==> src/rtl/input_conditioner.sv <==
// input_conditioner: synchronises and debounces the calculator keys and
// switches, producing clean Enter/Clear pulses and a settled switch bus.
module input_conditioner_button #(
    parameter int DEBOUNCE_CYCLES   = 250000,
    parameter int CNT_W             = 18,
    parameter bit BUTTON_ACTIVE_LOW = 1'b1
) (
    input  logic clock,
    input  logic reset_n,
    input  logic key,
    output logic press
);
    localparam logic [CNT_W-1:0] LAST = CNT_W'(DEBOUNCE_CYCLES - 1);

    typedef enum logic [1:0] {
        RELEASED,
        PRESS_WAIT,
        PRESSED,
        RELEASE_WAIT
    } state_t;

    state_t           state, state_n;
    logic [CNT_W-1:0] cnt, cnt_n;
    logic [1:0]       sync;
    logic             pressed;

    assign pressed = sync[1] ^ BUTTON_ACTIVE_LOW;

    // Synchronisers come out of reset at the released level
    always_ff @(posedge clock or negedge reset_n) begin
        if (!reset_n) begin
            sync  <= {2{BUTTON_ACTIVE_LOW}};
            state <= RELEASED;
            cnt   <= '0;
        end else begin
            sync  <= {sync[0], key};
            state <= state_n;
            cnt   <= cnt_n;
        end
    end

    always_comb begin
        state_n = state;
        cnt_n   = cnt;
        press   = 1'b0;
        case (state)
            RELEASED: begin
                if (pressed) begin
                    state_n = PRESS_WAIT;
                    cnt_n   = '0;
                end
            end
            PRESS_WAIT: begin
                if (!pressed) begin
                    state_n = RELEASED;
                end else if (cnt == LAST) begin
                    state_n = PRESSED;
                    press   = 1'b1;
                end else begin
                    cnt_n = cnt + CNT_W'(1);
                end
            end
            PRESSED: begin
                if (!pressed) begin
                    state_n = RELEASE_WAIT;
                    cnt_n   = '0;
                end
            end
            RELEASE_WAIT: begin
                if (pressed) begin
                    state_n = PRESSED;
                end else if (cnt == LAST) begin
                    state_n = RELEASED;
                end else begin
                    cnt_n = cnt + CNT_W'(1);
                end
            end
            default: state_n = RELEASED;
        endcase
    end
endmodule

module input_conditioner #(
    parameter int DEBOUNCE_CYCLES   = 250000,
    parameter int CNT_W             = 18,
    parameter bit BUTTON_ACTIVE_LOW = 1'b1
) (
    input  logic        clock,
    input  logic        reset_n,
    input  logic        KeyEnter,
    input  logic        KeyClear,
    input  logic [11:0] RawSwitchs,
    output logic        Enter,
    output logic        Clear,
    output logic [11:0] Switchs
);
    localparam logic [CNT_W-1:0] LAST = CNT_W'(DEBOUNCE_CYCLES - 1);

    logic             enter_ev, clear_ev;
    logic [11:0]      sw_meta, sw_sync, sw_prev;
    logic [CNT_W-1:0] scnt;
    logic             stable, pending, fire;

    input_conditioner_button #(
        .DEBOUNCE_CYCLES  (DEBOUNCE_CYCLES),
        .CNT_W            (CNT_W),
        .BUTTON_ACTIVE_LOW(BUTTON_ACTIVE_LOW)
    ) u_enter (
        .clock  (clock),
        .reset_n(reset_n),
        .key    (KeyEnter),
        .press  (enter_ev)
    );

    input_conditioner_button #(
        .DEBOUNCE_CYCLES  (DEBOUNCE_CYCLES),
        .CNT_W            (CNT_W),
        .BUTTON_ACTIVE_LOW(BUTTON_ACTIVE_LOW)
    ) u_clear (
        .clock  (clock),
        .reset_n(reset_n),
        .key    (KeyClear),
        .press  (clear_ev)
    );

    // Enter waits until the latched bus matches a settled input
    assign stable = (scnt == LAST) && (Switchs == sw_sync);
    assign fire   = (pending || enter_ev) && stable && !clear_ev;

    always_ff @(posedge clock or negedge reset_n) begin
        if (!reset_n) begin
            sw_meta <= '0;
            sw_sync <= '0;
            sw_prev <= '0;
            scnt    <= '0;
            Switchs <= '0;
        end else begin
            sw_meta <= RawSwitchs;
            sw_sync <= sw_meta;
            sw_prev <= sw_sync;
            if (sw_sync != sw_prev) begin
                scnt <= '0;
            end else if (scnt != LAST) begin
                scnt <= scnt + CNT_W'(1);
            end else begin
                Switchs <= sw_sync;
            end
        end
    end

    always_ff @(posedge clock or negedge reset_n) begin
        if (!reset_n) begin
            pending <= 1'b0;
            Enter   <= 1'b0;
            Clear   <= 1'b0;
        end else begin
            Clear   <= clear_ev;
            Enter   <= fire;
            pending <= (pending || enter_ev) && !fire && !clear_ev;
        end
    end
endmodule

==> config.mk <==
export PLATFORM = sky130hd
export DESIGN_NAME = input_conditioner
export DESIGN_NICKNAME = d
export VERILOG_FILES = /design/src/rtl/input_conditioner.sv
export SDC_FILE = /design/constraint.sdc
export NUM_CORES = 1
export LEC_CHECK = 0
export ABC_AREA = 1
export CAP_MARGIN = 5
export CORE_MARGIN = 2
export CORE_UTILIZATION = 51
export DETAILED_ROUTE_END_ITERATION = 8
export PLACE_DENSITY = 0.75
export SLEW_MARGIN = 20
export SYNTH_ARGS = -nofsm -noshare
export SYNTH_HDL_FRONTEND = slang
export SYNTH_HIERARCHICAL = 1
export SYNTH_SLANG_ARGS = --single-unit
==> constraint.sdc <==
create_clock -name clock -period 2.8 [get_ports clock]
set_input_delay 0.56 -clock clock [delete_from_list [all_inputs] [get_ports clock]]
set_output_delay 0.56 -clock clock [all_outputs]
set_load 0.01 [all_outputs]
==> Yosys cells after proc, flatten, opt, wreduce, memory -nomap -nowiden <==
Cells that the tools add are included.
{ "totals": {"in_bits": 16, "out_inout_bits": 14, "ff_bits": 113} }
{ "classes": {"bitwise_logic": 2, "reduce_logical": 16, "n_eq_ne": 24, "addsub": 3, "n_mux": 34} }
{ "op_table": {"columns": ["operator", "n"], "rows": [
  ["$mux 18", 12],
  ["$pmux 18 s4", 2],
  ["$add 18x1->18 const B", 3],
  ["$eq 18x18->1 const B", 3],
  ["$mux 2", 12],
  ["$ne 18x18->1 const B", 1],
  ["$pmux 2 s4", 2],
  ["$reduce_and 4->1", 4],
  ["$eq 12x12->1", 1],
  ["$ne 12x12->1", 1],
  ["$eq 2x2->1 const B", 4],
  ["$ne 2x1->1 const B", 4],
  ["$ne 2x2->1 const B", 4],
  ["$mux 1", 6],
  ["$ne 3x1->1 const B", 2],
  ["$ne 3x3->1 const B", 2],
  ["$logic_and 1x1->1", 5],
  ["$eq 2x1->1 const B", 2],
  ["$logic_not 2->1", 2],
  ["$logic_not 1->1", 2],
  ["$not 1->1", 2],
  ["$reduce_and 2->1", 1],
  ["$reduce_bool 2->1", 1],
  ["$logic_or 1x1->1", 1]
]} }

==> Depth between registers and ports, before layout <==
Gate-level depths: netlist (run 1).
{ "logic_depth": {"word_depth": 10, "depth_mapped": 12, "mapped_depth_nobuf": 12} }

==> By module <==
The synthesis (run 1) kept the hierarchy.
{ "modules_own_cells": {"columns": ["module", "instances", "area_each_um2", "cells_per_inst"], "rows": [
  ["input_conditioner", 1, 3054.2, 362],
  ["input_conditioner_button", 2, 1392.6, 204]
]} }

==> Worst setup path before layout (run 1) <==
No wires, ideal clock.
{ "synth_timing": {"path_kind": "flip-flop to flip-flop", "start": "register u_enter.cnt[0]", "end": "register pending", "slack_ps": 1177, "arrival_time_ps": 1510, "setup_ps": 113, "required_ps": 2687, "path_stages_with_launch": 12, "path_cell_list": "dfrtp_1 > ha_1 > nand2_1 > nor2_4 > nand3_1 > nor4_1 > or2_2 > nand3_1 > nor2_1 > nand3_1 > nand2_1 > inv_1"} }
{ "synth_between": {"elab_chain_cells": 10} }
{ "synth_rtl": {"columns": ["element", "line_no", "text"], "rows": [
  ["from (decl)", "23", "logic [CNT_W-1:0] cnt, cnt_n;"],
  ["from (signal assigned)", "38", "cnt <= cnt_n;"],
  ["$eq 18x18->1 (*)", "56", "end else if (cnt == LAST) begin"],
  ["$mux 1 (*)", "56", null],
  ["$mux 1 (*)", "54", "if (!pressed) begin"],
  ["$mux 1 (*)", "46", "case (state)"],
  ["net enter_ev", "99", "logic enter_ev, clear_ev;"],
  ["$logic_or 1x1->1 (*)", "128, 159", null],
  ["$logic_and 1x1->1 (2 in series)", "128", "assign fire = (pending || enter_ev) && stable && !clear_ev;"],
  ["$logic_not 1->1", "159", "pending <= (pending || enter_ev) && !fire && !clear_ev;"],
  ["$logic_and 1x1->1 (*) (2 in series)", "159", null],
  ["to (signal assigned)", "159", null],
  ["to (decl)", "102", "logic stable, pending, fire;"]
]} }
Mark *: on every way through the listed nets, which the timed path passes. The rest lies on a longest branch.
A chain may end at the register's enable or synchronous reset.

==> Worst setup path after layout (run 1) <==
{ "layout_timing": {"start": "register Switchs[0]", "end": "output Switchs[0]"} }
{ "layout_rtl": {"columns": ["element", "line_no", "text"], "rows": [
  ["from (decl)", "95", "output logic [11:0] Switchs"],
  ["from (signal assigned)", "146", "Switchs <= sw_sync;"]
]} }
No word-level cell between the ends.

==> results of run 1 <==
## path summary, 6_finish.rpt
path | startpoint | endpoint | slack [ns] | cells after the start
max reg2reg | u_clear/cnt[0] | Enter | 0.90 | 10
max in group asynchronous | reset_n | u_enter/sync[0] | 1.90 | 2
max | Switchs[0] | Switchs[0] | 0.85 | 1
min | reset_n | sw_meta[4] | 0.16 | 1
min reg2reg | sw_meta[8] | sw_sync[8] | 0.34 | 0
min in group clock | sw_meta[8] | sw_sync[8] | 0.34 | 0
## registers in the layout (all words and copies together), names as in the netlist, 2 cells and up, named ones only
| signal | cells |
|---|---|
| scnt | 18 |
| Switchs | 12 |
| u_enter/cnt | 18 |
| sw_sync | 12 |
| u_enter/sync | 2 |
| sw_prev | 12 |
| u_clear/sync | 2 |
| sw_meta | 12 |
| u_clear/cnt | 18 |
## stage by stage
stage / total power [mW] / std cells / setup slack, ns / util (%) / instance area, sq um
3_5_place_dp: 1.90 / 932 / 0.906 / 55.3 / 6230
6_report: 4.12 / 964 / 0.848 / 60.8 / 6850
5_1_grt: 4.27 / 964 / 0.539 / 60.8 / 6850
4_1_cts: 4.17 / 964 / 0.826 / 60.8 / 6850
3_3_place_gp: 1.89 / 932 / 0.994 / 55.3 / 6230
2_1_floorplan: 1.82 / 770 / 1.18 / - / 5840
## layer usage
metal | vias up | GRT usage [%]
li1 | 2500 | -
met5 | - | 0
met4 | 0 | 10.2
met2 | 115 | 36.4
met3 | 27 | 5.03
met1 | 2353 | 29.3
## cells in the final DEF (no fill, tap or decap)
cell / count
clkbuf_16: 17
nand3_4: 1
nor4_1: 2
and2_1: 1
clkinvlp_4: 2
nand2_1: 243
inv_1: 100
nor2_1: 95
buf_12: 1
nor2_8: 1
o21ai_1: 3
xor2_1: 10
or2_2: 4
dfstp_2: 4
nand4_1: 28
dfrtp_1: 109
ha_1: 3
o21bai_1: 6
clkinv_2: 1
and3_1: 1
nand3_2: 2
nor2_4: 4
nand3_1: 59
nand2_2: 4
nor2_2: 9
clkbuf_1: 5
a31oi_1: 2
inv_2: 8
clkbuf_8: 1
o21ai_0: 25
clkinv_4: 2
buf_4: 2
o21ai_2: 2
o211ai_1: 2
clkdlybuf4s50_1: 28
bufinv_16: 4
a21oi_1: 6
xnor2_1: 6
nor3_1: 18
## power by group
| part | leakage [nW] | internal [mW] | total (mW) | switching [mW] |
|---|---|---|---|---|
| clock | 0.292 | 1.51 | 2.25 | 0.740 |
| sequential | 1.47 | 1.68 | 1.71 | 0.0363 |
| combinational | 1.42 | 0.0540 | 0.154 | 0.0996 |
| total | 3.19 | 3.25 | 4.12 | 0.876 |
## final cells by class
type / instances / area share, %
Sequential cell: 113 / 41.4
Multi-Input combinational cell: 537 / 36.5
Clock buffer: 23 / 6.69
Inverter: 108 / 5.92
Timing Repair Buffer: 31 / 4.60
Tap cell: 143 / 2.61
Clock inverter: 9 / 2.30
## cells by family after synthesis
family | share of synthesized area, %
flops | 48.5
fa+ha+maj | 0.643
simple gates | 35.3
buf+inv | 8.66
compound gates | 4.46
xor+xnor | 2.40
==> flow_summary.toml, run 1 <==
[drt]
wire_per_inst_um = 13.3
viasPerCell = 5.18
dr.max_layer_used = "met4"
dr_wl_met2_um = 6290
drc_errors = 0
drt_pass1_iterations = 6
via_count = 4995
finalWirelength_um = 12800
ant_nets = 0
wl_met1_um = 5770
met3WireLength_um = 551
first_iter_violations = 414

[yosys]
yosys_warnings = 6
synthTopCellsByCount = "nand2_1 (243), dfrtp_1 (109), inv_1 (100), nor2_1 (95), nand3_1 (59)"
syn_inst = 770
synth-edff-count = 0
netlist_area_sq_um = 5840
syn_nets = 789
synthTopCellsByArea = "dfrtp_1 (47%), nand2_1 (16%), inv_1 (6.4%), nor2_1 (6.1%), nand3_1 (5.1%)"
synth_most_common_cell = "nand2_1"
synth-seq-cells = 113
synth_top_area_share_pct = 46.7
ys.flop_type = "dfrtp_1"
synth_cell_type_count = 32
synth-async-reset-ratio_pct = 100
synth_top_area_cell = "dfrtp_1"
syn_area_per_cell_sq_um = 7.58
ys_seq_area_share_pct = 48.5

[timing]
hold_ws_ns = 0.163
worst-slew-pin-transition_ns = 0.639
period_share_pct = 69.7
final_hold_viol_count = 0
maxSlewViolCount = 0
setup_viol = 0
finClkSkew_ns = 0.00911
final.min_clock_period_ns = 1.95
rsz0062_at_grt = "no"
max_slew_margin_pct = 57.4
fmax_mhz = 512
fin_setup_tns_ns = 0

[finish]
drive_gt1_share_pct = 8.40
nets = 827
antenna_cells = 0
fillers = 970
areaGrowthSynthToFinish_pct = 17.3
multiInputGateArea_sq_um = 2500
ff_latch_area_sq_um = 2830

[run]
drv_cap = 0

[pwr]
leakagePower_nw = 3.19
power_density_nw_per_um2 = 602
max-vdd-ir-drop_mv = 0.534

[clocking]
cts_sinks = 113
cts_resized = 0
path_clk_slew_ns = 0.05
htreeDepth = 4
root_buffer = "clkbuf_16"
numCtsBuffers = 17
clock_latency_ns = 0.41
cts_setup_buffers = 0
holdBufCountCts = 0
clockBufferDepth = 2
cts_tree = "built"

[worst_setup_path]
critPathMaxStageDelay_ns = 0.56
crit_required_ns = 2.24
startpoint_type = "register"
cp_max_fo = 4
crit_family = "buffers and inverters"
worstPathArrival_ns = 1.39
crit_slowest_cell = "clkdlybuf4s50_1"
critical_path_class = "reg -> out"
cp-end-kind = "output pin"
crit_chain = "clkdlybuf4s50_1"
crit_buf_inv = 1

[grt]
grt_pass1_vias = 4902
grt_max_degree = 49
overflow = 0
grt_usage_pct = 22.6
antenna_found_initial = 0
grt_pass1_wl_um = 22400

[placed_design]
io_buffers = 29
gp_congestion = 0.950
hpwlAfterDp_um = 8740

[floorplanning]
ios = 30
fp.dieH_um = 111
core_region_area_sq_um = 11300
dieArea_sq_um = 12300
die_w_um = 111
num_rows = 39
start_util_pct = 51.8

[status]
status = "finished, final reports clean"

[worst_hold_path]
hold_class = "in -> async"
(Power assumes the default switching activity.)
==> inputs of run 2 (changes only) <==
==> constraint.sdc (replaced) <==
create_clock -name clock -period 1.8 [get_ports clock]
set_input_delay 0.36 -clock clock [delete_from_list [all_inputs] [get_ports clock]]
set_output_delay 0.36 -clock clock [all_outputs]
set_load 0.01 [all_outputs]
==> flow_summary.toml, run 2 (synthesis gave the netlist of run 1 again) <==
[timing]
maxSlewViolCount = 0
finClkSkew_ns = 0.00967
final_hold_viol_count = 0
final.min_clock_period_ns = 1.76
setup_viol = 0
worst-slew-pin-transition_ns = 0.404
period_share_pct = 97.8
finalWorstSetupSlack_ns = 0.0393
max_slew_margin_pct = 73.0
fmax_mhz = 568
fin_setup_tns_ns = 0

[clocking]
cts_sinks = 113
path_clk_slew_ns = 0.06
htreeDepth = 4
numCtsBuffers = 17
clockBufferDepth = 2
root_buffer = "clkbuf_16"
clock_latency_ns = 0.43
cts_tree = "built"

[floorplanning]
num_rows = 39
start_util_pct = 51.8
core_region_area_sq_um = 11300
ios = 30
die_w_um = 111
dieArea_sq_um = 12300
fp.dieH_um = 111

[worst_setup_path]
crit_slowest_cell = "clkdlybuf4s50_1"
r2r-end = "pending"
r2r-start = "u_enter/cnt[8]"
startpoint_type = "register"
startpoint = "Switchs[0]"
crit_required_ns = 1.44
critical_path_class = "reg -> out"
worstPathArrival_ns = 1.40
rrSetupSlack_ns = 0.08
crit_buf_inv = 1
cp-end-kind = "output pin"
crit_family = "buffers and inverters"
cp_max_fo = 4
rr_worst_depth = 11
critPathMaxStageDelay_ns = 0.57
crit_chain = "clkdlybuf4s50_1"

[worst_hold_path]
hold_class = "in -> reg"
min_from = "KeyEnter"
hold_depth = 1
min_to = "u_enter/sync[0]"

[grt]
overflow = 0
grt_pass1_wl_um = 23200
grt_pass1_vias = 5169
grt_usage_pct = 23.4
grt_max_degree = 35
antenna_found_initial = 0

[finish]
largestRegisters = "scnt x18, u_clear/cnt x18, u_enter/cnt x18"
areaGrowthSynthToFinish_pct = 23.5
final_cells = 1002
drive_gt1_share_pct = 13.5
mostFrequentLayoutCells = "nand2_1 (243), dfrtp_1 (109), inv_1 (99)"
nets = 865
layout_commonest_cell = "nand2_1"
fillers = 921
antenna_cells = 0

[drt]
drt_pass1_iterations = 6
drc_errors = 0
ant_nets = 0
via_count = 5280
viasPerCell = 5.27
wire_per_inst_um = 13.7
first_iter_violations = 402
finalWirelength_um = 13800

[status]
status = "finished, final reports clean"

[placed_design]
post-place-ws_ns = 0.0835
gp_congestion = 0.912
hpwlAfterDp_um = 9560
dp.cells = 966
io_buffers = 29

[pwr]
power_mw = 6.53
power_density_nw_per_um2 = 906
max-vdd-ir-drop_mv = 0.688
leakagePower_nw = 3.42

[run]
drv_cap = 0
-- run 2: worst max path at each step --
stage,end,depth (start not counted)
after floorplan,pending,11
after global placement,pending,11
after detailed placement,pending,11
after CTS,Switchs[1],1
after global routing,pending,11
final,Switchs[0],1
-- run 2: metal layers --
metal  wire (um)  up-vias  track usage [%]
li1            -     2581                -
met1        5810     2484             28.3
met2        6830      173             40.0
met3         690       42             5.58
met4         425        0             10.4
met5           0        -                0
-- run 2: where the power goes --
group	internal [mW]	total (mW)	leakage, nW	switching, mW
combinational	0.113	0.283	1.65	0.170
sequential	2.61	2.66	1.47	0.0528
clock	2.33	3.59	0.296	1.26
total	5.05	6.53	3.42	1.48
-- run 2: cell type report --
cell class,instances,area [sq um],share of cell area [%]
sequential,113,2830,39.3
multi-input combinational,537,2530,35.1
timing repair buffer,69,631,8.75
clock buffer,17,425,5.90
inverter,108,405,5.62
clock inverter,15,208,2.88
tap,143,179,2.48
-- run 2: timing repair --
| action | CTS | global route |
|---|---|---|
| buffers inserted | 0 | 3 |
| setup endpoints to repair | 0 | 3 |
| hold buffers | 1 | 0 |
| hold endpoints to repair | 22 | 0 |
| gates resized for setup | 0 | 7 |
-- run 2: through the flow --
stage,hold slack (ns),area [sq um],util (%)
floorplan,0.0644,5840,-
CTS,0.336,7160,63.5
global route,0.332,7210,64.0
detailed placement,0.305,6510,57.8
global placement,0.301,6510,57.8
finish,0.339,7210,64.0
==> inputs of run 3 (changes only) <==
--- a/config.mk
+++ b/config.mk
@@ -5,12 +5,11 @@
 export SDC_FILE = /design/constraint.sdc
 export NUM_CORES = 1
 export LEC_CHECK = 0
-export ABC_AREA = 1
 export CAP_MARGIN = 5
 export CORE_MARGIN = 2
-export CORE_UTILIZATION = 51
+export CORE_UTILIZATION = 40
 export DETAILED_ROUTE_END_ITERATION = 8
-export PLACE_DENSITY = 0.75
+export PLACE_DENSITY = 0.63
 export SLEW_MARGIN = 20
 export SYNTH_ARGS = -nofsm -noshare
 export SYNTH_HDL_FRONTEND = slang
==> flow_summary.toml, run 3 <==
[worst_setup_path]
crit_chain = "or4b_1, or4_4, nor2_4, nand2_2, nor3_2, nor2_1, nor4_1, and4_1, nor3_1"
r2r-start = "u_enter/cnt[11]"
critical_path_class = "reg -> reg"
critPathMaxStageDelay_ns = 0.56
crit_required_ns = 2.09
startpoint = "u_enter/cnt[11]"
cp_max_fo = 2
crit_slowest_cell = "or4_4"
cp-end-kind = "register"
worstPathArrival_ns = 2.67
startpoint_type = "register"

[timing]
finClkSkew_ns = 0.00580
hold_ws_ns = 0.344
fin_setup_tns_ns = -16.79
max_slew_margin_pct = 48.1
rsz0062_at_grt = "yes"
period_share_pct = 132
maxSlewViolCount = 0
final.min_clock_period_ns = 2.38
fmax_mhz = 421
setup_viol = 47
finalWorstSetupSlack_ns = -0.577
worst-slew-pin-transition_ns = 0.773
final_hold_viol_count = 0

[clocking]
clockBufferDepth = 2
cts_sinks = 113
root_buffer = "clkbuf_16"
path_clk_slew_ns = 0.06
htreeDepth = 4
numCtsBuffers = 17
clock_latency_ns = 0.40
cts_tree = "built"

[yosys]
synth-compound-area-share_pct = 8.70
synth_top_area_cell = "dfrtp_1"
syn_nets = 487
ys_seq_area_share_pct = 55.9
synth-simple-area-share_pct = 19.5
synth_top_area_share_pct = 53.9
synth-edff-count = 0
synth_top_family_by_area = "simple AND/OR/NAND/NOR gates"
yosys.area_share.adder_pct = 0.741
synth-async-reset-ratio_pct = 100
synth_most_common_cell = "dfrtp_1"
synthTopCellsByCount = "dfrtp_1 (109), nand2_1 (41), nand3_1 (31), nor2_1 (31), xor2_1 (23)"
synth-xor-area-share_pct = 7.26
ys.flop_type = "dfrtp_1"
muxShareOfSynthArea_pct = 5.19
synth-seq-cells = 113
netlist_area_sq_um = 5060
synthTopCellsByArea = "dfrtp_1 (54%), xor2_1 (4.0%), xnor2_1 (3.3%), nand3_1 (3.1%), nand2_1 (3.0%)"
syn_area_per_cell_sq_um = 10.8
synth_cell_type_count = 45
yosys_warnings = 6
syn_inst = 468

[worst_hold_path]
hold_class = "reg -> reg"
min_from = "sw_meta[8]"

[grt]
gr-usage-met1_pct = 24.7
grt_util_met3_pct = 4.98
grt-busiest-layer = "met2"
grt_usage_pct = 19.0
grt_pass1_vias = 4097
antenna_found_initial = 0
overflow = 0
grt_max_degree = 38
grt_use_met2_pct = 30.6
grt_pass1_wl_um = 19900

[drt]
first_iter_violations = 300
finalWirelength_um = 12200
drc_errors = 0
wire_per_inst_um = 15.1
viasPerCell = 5.10
ant_nets = 0
via_count = 4125
drt_pass1_iterations = 4

[finish]
largestRegisters = "scnt x18, u_clear/cnt x18, u_enter/cnt x18"
areaGrowthSynthToFinish_pct = 46.8
final_area_sq_um = 7430
antenna_cells = 0
mostFrequentLayoutCells = "dfrtp_1 (108), buf_4 (96), nand2_1 (34)"
drive_gt1_share_pct = 37.4
layout_commonest_cell = "dfrtp_1"
nets = 644

[floorplanning]
core_region_area_sq_um = 12500
start_util_pct = 40.6
fp.dieH_um = 117
num_rows = 41
die_w_um = 117
dieArea_sq_um = 13600
ios = 30

[placed_design]
detailed_place.area_sq_um = 6320
post-place-ws_ns = -0.638
gp_congestion = 0.870
hpwlAfterDp_um = 7740
io_buffers = 29

[pwr]
power_density_nw_per_um2 = 836
max-vdd-ir-drop_mv = 0.860
leakagePower_nw = 3.26

[status]
status = "finished with violations"
violations = "setup timing"

[run]
drv_cap = 0
run 3: cell types whose count changed after synthesis, sizes merged, moves of 9 or more:
| cell | change |
|---|---|
| xor2 | +13 |
| and3 | +9 |
| or3 | +18 |
| nand3 | -30 |
| inv | -91 |
| nor2 | -78 |
| a21oi | +15 |
| mux2i | +9 |
| nand4 | -24 |
| xnor2 | +13 |
| mux2 | +12 |
| nand2 | -206 |
run 3: critical path: cells and delay by family, from the launching register on:
family	cells	cell delay (ns)
flip-flops	1	0.37
AND/OR/NAND/NOR	9	1.89
run 3: timing repair:
item | CTS | global route
buffers inserted | 9 | 9
pin swaps | 21 | 25
cloned | 4 | 0
hold buffers | 1 | 0
gates resized for setup | 45 | 55
endpoints found under the setup margin | 48 | 57
hold endpoints to repair | 16 | 0
run 3: path summary, 6_finish.rpt:
check	endpoint	slack [ns]	depth (start not counted)
hold reg to reg	sw_sync[8]	0.34	0
min in group asynchronous	u_enter/cnt[15]	0.39	2
setup reg to reg	pending	-0.58	9
setup / recovery	pending	-0.58	9
hold / removal	sw_sync[8]	0.34	0
max in group asynchronous	u_enter/sync[0]	0.76	3
run 3: routing by layer:
metal | up-vias | routed length, um | share of wire, %
met5 | - | 0 | 0
met4 | 0 | 263 | 2.1
met3 | 25 | 341 | 2.8
met2 | 60 | 6180 | 50
met1 | 2068 | 5460 | 45
li1 | 1972 | - | -
run 3: power breakdown:
part           total [mW]  internal (mW)  switching (mW)
logic               0.414          0.202           0.212
registers            2.66           2.62          0.0466
clock network        3.13           1.90            1.23
run 3: cell type report:
type | instances | area [sq um]
Timing Repair Buffer | 148 | 1290
Clock inverter | 14 | 134
Sequential cell | 113 | 2830
Multi-Input combinational cell | 328 | 2470
Tap cell | 172 | 215
Inverter | 17 | 63.8
Fill cell | 1015 | 5030
Clock buffer | 17 | 425
run 3: cells by family (layout without fill, tap and decap cells):
logic type | after synthesis | in the layout
AND/OR/NAND/NOR | 187 | 188
adder cells (fa/ha/maj) | 3 | 3
buffers and inverters | 28 | 196
multiplexers | 21 | 21
AO/OA/AOI/OAI | 74 | 74
XOR/XNOR | 42 | 42
flip-flops | 113 | 113
run 3: metrics by stage:
step	total power, mW	instances	util (%)
finish	6.21	809	59.6
global route	6.45	809	59.6
CTS	6.25	803	57.3
detailed placement	3.05	759	50.7
global placement	3.04	759	50.7
floorplan	2.83	468	-
